$ cat src/rtl/decoder_nx2n_scan.sv
// Registered N-to-2^N one-hot decoder: DIRECT decodes handshaked indices, SCAN sweeps a prescaled index.
// One cycle from accept/tick to out_valid; a one-beat output register stalls the input and scan when full.
module decoder_nx2n_scan #(
  parameter int N          = 4,
  parameter int SCAN_DIV   = 4,
  parameter int ACTIVE_LOW = 0
) (
  input  logic                clk,
  input  logic                rst,
  input  logic                en,
  input  logic                mode,
  input  logic                in_valid,
  output logic                in_ready,
  input  logic [N-1:0]        in_idx,
  output logic                out_valid,
  input  logic                out_ready,
  output logic [(1<<N)-1:0]   out_d,
  output logic [N-1:0]        out_idx,
  output logic                out_last
);

  localparam int OUT_W = 1 << N;
  localparam int PW    = $clog2(SCAN_DIV + 1);
  localparam logic [PW-1:0]    PSC_LAST = PW'(SCAN_DIV - 1);
  localparam logic [N-1:0]     IDX_MAX  = {N{1'b1}};
  localparam logic [OUT_W-1:0] OUT_IDLE = {OUT_W{ACTIVE_LOW != 0}};

  typedef enum logic {S_DIRECT = 1'b0, S_SCAN = 1'b1} state_t;

  state_t           state_q;
  logic [PW-1:0]    psc_q;
  logic [N-1:0]     scan_idx_q;
  logic             out_valid_q;
  logic [OUT_W-1:0] out_d_q;
  logic [N-1:0]     out_idx_q;
  logic             out_last_q;

  logic             can_load;
  logic             scan_tick;
  logic             load;
  logic [N-1:0]     idx_d;
  logic             last_d;

  function automatic logic [OUT_W-1:0] encode(input logic [N-1:0] idx);
    logic [OUT_W-1:0] oh;
    oh = {{(OUT_W-1){1'b0}}, 1'b1} << idx;
    return (ACTIVE_LOW != 0) ? ~oh : oh;
  endfunction

  always_comb begin
    can_load  = en && (!out_valid_q || out_ready);
    in_ready  = (state_q == S_DIRECT) && can_load;
    scan_tick = (state_q == S_SCAN) && en && (psc_q == PSC_LAST);
    load      = (in_valid && in_ready) || (scan_tick && can_load);
    idx_d     = (state_q == S_SCAN) ? scan_idx_q : in_idx;
    last_d    = (state_q == S_SCAN) && (scan_idx_q == IDX_MAX);
  end

  always_ff @(posedge clk or posedge rst) begin
    if (rst) begin
      state_q     <= S_DIRECT;
      psc_q       <= '0;
      scan_idx_q  <= '0;
      out_valid_q <= 1'b0;
      out_d_q     <= OUT_IDLE;
      out_idx_q   <= '0;
      out_last_q  <= 1'b0;
    end else begin
      if (load) begin
        out_valid_q <= 1'b1;
        out_d_q     <= encode(idx_d);
        out_idx_q   <= idx_d;
        out_last_q  <= last_d;
      end else if (out_ready) begin
        out_valid_q <= 1'b0;
      end

      case (state_q)
        S_DIRECT: begin
          if (mode) begin
            state_q    <= S_SCAN;
            psc_q      <= '0;
            scan_idx_q <= '0;
          end
        end
        S_SCAN: begin
          if (scan_tick && can_load) scan_idx_q <= scan_idx_q + 1'b1;
          // A stalled tick parks the prescaler on its last count until the beat can load.
          if (!mode) begin
            state_q <= S_DIRECT;
            psc_q   <= '0;
          end else if (en && (psc_q != PSC_LAST)) begin
            psc_q <= psc_q + 1'b1;
          end else if (scan_tick && can_load) begin
            psc_q <= '0;
          end
        end
        default: state_q <= S_DIRECT;
      endcase
    end
  end

  assign out_valid = out_valid_q;
  assign out_d     = out_d_q;
  assign out_idx   = out_idx_q;
  assign out_last  = out_last_q;

endmodule

$ cat config.mk
export PLATFORM = sky130hd
export DESIGN_NAME = decoder_nx2n_scan
export DESIGN_NICKNAME = d
export VERILOG_FILES = /design/src/rtl/decoder_nx2n_scan.sv
export SDC_FILE = /design/constraint.sdc
export NUM_CORES = 1
export LEC_CHECK = 0
export ABC_AREA = 1
export BUFFER_PORTS_ARGS = -buffer_cell sky130_fd_sc_hd__buf_2
export CORE_MARGIN = 4
export CORE_UTILIZATION = 53
export DETAILED_ROUTE_END_ITERATION = 7
export PLACE_DENSITY = 0.81
export SYNTH_ARGS = -nofsm -noshare
export SYNTH_HDL_FRONTEND = slang
export SYNTH_SLANG_ARGS = --single-unit
$ cat constraint.sdc
create_clock -name clk -period 1.8 [get_ports clk]
set_input_delay 0.45 -clock clk [delete_from_list [all_inputs] [get_ports clk]]
set_output_delay 0.45 -clock clk [all_outputs]
set_load 0.02 [all_outputs]
==> run summary <==
Synth Net Count - 211
nets@finish - 247
Worst Setup End Kind - primary output
first-pass iteration count of the detailed router - 4
YS warnings - 0
Longest Clk Path Bufs - 2
input/output buffers - 32
maximum vdd drop - 938 µV
Die W - 61.4 µm
Max Freq - 0.596 GHz
layout cells sized above 1 - 0.213
Vias - 1259
DR iter-0 viols - 20
max-slew violations - 0
Yosys top cell area share - 0.497
Remaining DRCs - 0
Initial Util - 0.553
die area - 0.00377 mm²
initial antenna violation count - 0
Final GP Congestion - 0.890
most common cell after layout, fill and taps aside - nand2_1
R2R Setup Slk - 0.24 ns
Worst-Skew Late Latency - 0.32 ns
Worst Path Required - 1.35 ns
CP max stage cell - dfrtp_1
clock sink total - 30
first-pass GRT wire length - 4.81 mm
CP Cell Sequence - nand2_1 > nand2_1 > nor2_1 > buf_2
minimum clock period - 1.68 ns
post-synth top area cell - dfrtp_1
die height - 61.4 µm
Post-DRT Antenna Nets - 0
Worst Setup Path Type - flop to primary output
cell family with most CP delay - flip-flops
worst min path class - input port to asynchronous set/reset pin
n_diodes - 0
# Post-CTS Setup Buffers - 0
Arr. time, crit path - 1.23 ns
final setup skew - 0.00446 ns
final setup margin - 0.122 ns
MaxCap Viol Count - 0
Tot Pwr - 1480 µW
Slew @ Worst Pin - 0.370 ns
Cell variety after synth - 19
Final Setup Violations - 0
Worst slew margin - 0.754
vias in the first global route - 1135
number of CTS-inserted buffers - 5
CP Buf/Inv Count - 1
Seq/Total Area, Yosys - 0.497
P per Cell Area - 842 mW/mm²
commonest cells after routing, fill and taps aside - nand2_1 (96), buf_2 (32), dfrtp_1 (30)
maximum fanout along the worst path - 4
Routed wire per std cell - 10.7 µm
num ports - 33
slowest cell delay on critical path - 0.38 ns
nature of the critical path startpoint - flop
Std-Cell Rows - 19
largest net degree at the start of global routing - 31
Area Overhead vs Synth - 16.2%
unrepaired setup endpoints after global routing - false
Avg Cell Area, Syn - 7.63 µm²
GRT overflow - 0
ranking of synthesized cells by area - dfrtp_1 (50%), nand2_1 (24%), nand3_1 (5.3%), nor2_1 (4.2%), inv_1 (3.7%)
Core Region - 0.00273 mm²
outcome - completed
Final TNS setup - 0 ns
Cells after Synth - 198
mapped cell area - 0.00151 mm²
Clk pin slew, worst setup/hold paths - 0.09 ns
Hold Vio Cnt, Final - 0
Placement Setup Slack - 0.173 ns
hold_ws - 0.172 ns
Tcrit/Tclk final - 0.932
CP most frequent cell - nand2_1
Via-to-Cell Ratio - 4.73
Post-Route WL - 2.84 mm
CTS tree - done
clk root buf - clkbuf_4
gr usage total - 0.175
Leak - 0.00108 µW
post-DP HPWL - 2.12 mm
htree depth - 2
Synth Register Bits - 30
where the power goes:
group          internal, µW  switching, µW  total (µW)
Clock                   287            225         513
Sequential              716           25.4         742
Combinational          70.4            154         225
registers in the layout, indices dropped and copies added, names as in the netlist:
| signal | count |
|---|---|
| out_d | 16 |
| state_q | 1 |
| out_idx | 4 |
| out_last | 1 |
| scan_idx_q | 4 |
| out_valid | 1 |
| psc_q | 3 |
metrics by stage:
stage                     area, µm²  std cells  utilization
after floorplan                1510        198            -
after global placement         1680        258        0.613
after detailed placement       1680        258        0.613
after CTS                      1750        266        0.642
after global routing           1760        266        0.643
final                          1760        266        0.643
synthesized netlist by cell type:
| cell | number |
|---|---|
| nand2_2 | 3 |
| ha_1 | 3 |
| dfrtp_1 | 30 |
| nand2_4 | 1 |
| xnor2_1 | 1 |
| or2_2 | 1 |
| buf_6 | 3 |
| o22ai_1 | 1 |
| inv_2 | 2 |
| nor2_1 | 17 |
| nand3b_4 | 1 |
| inv_1 | 15 |
| o21ai_0 | 2 |
| nand2_1 | 96 |
| buf_4 | 2 |
| a21boi_0 | 1 |
| nor3_1 | 1 |
| nand4_1 | 2 |
| nand3_1 | 16 |
layer usage:
layer / wire length [µm] / share of wire / vias up / track usage
li1: - / - / 687 / -
met1: 1420 / 0.50 / 540 / 0.226
met2: 1240 / 0.44 / 28 / 0.269
met3: 152 / 0.054 / 4 / 0.0671
met4: 30 / 0.011 / 0 / 0.0606
met5: 0 / 0 / - / 0
kinds of logic after synthesis:
logic type / share of synthesized area
buf+inv: 0.0745
flops: 0.497
compound gates: 0.0157
fa+ha+maj: 0.0248
simple gates: 0.382
xor+xnor: 0.00580
worst paths after layout:
check / startpoint / endpoint / cells past startpoint
setup / recovery: out_valid$_DFFE_PP0P_ / in_ready / 4
hold / removal: rst / out_d[11]$_DFFE_PP0P_ / 3
setup reg to reg: psc_q[0]$_DFFE_PP0P_ / out_d[6]$_DFFE_PP0P_ / 8
hold reg to reg: out_idx[0]$_DFFE_PP0P_ / out_idx[0]$_DFFE_PP0P_ / 2
max in group asynchronous: rst / out_valid$_DFFE_PP0P_ / 3
min in group clk: mode / state_q$_DFF_PP0_ / 1
cell type report:
| cell class | instances | area [µm²] |
|---|---|---|
| clock inverters | 3 | 40.0 |
| fillers | 237 | 977 |
| clock buffers | 5 | 37.5 |
| well taps | 31 | 38.8 |
| repair buffers | 34 | 175 |
| inverters | 17 | 66.3 |
| flip-flops and latches | 30 | 751 |
| multi-input cells | 146 | 648 |
timing repair:
item                                    in CTS  in global routing
hold endpoints to repair                     0                  0
endpoints found under the setup margin       0                  1
gates resized for setup                      0                  2
hold buffers                                 0                  0
worst min-delay path, stage by stage:
cell and delay (ns):
buf_2 0.09, inv_1 0.04, buf_4 0.33
(Power assumes the default switching activity.)
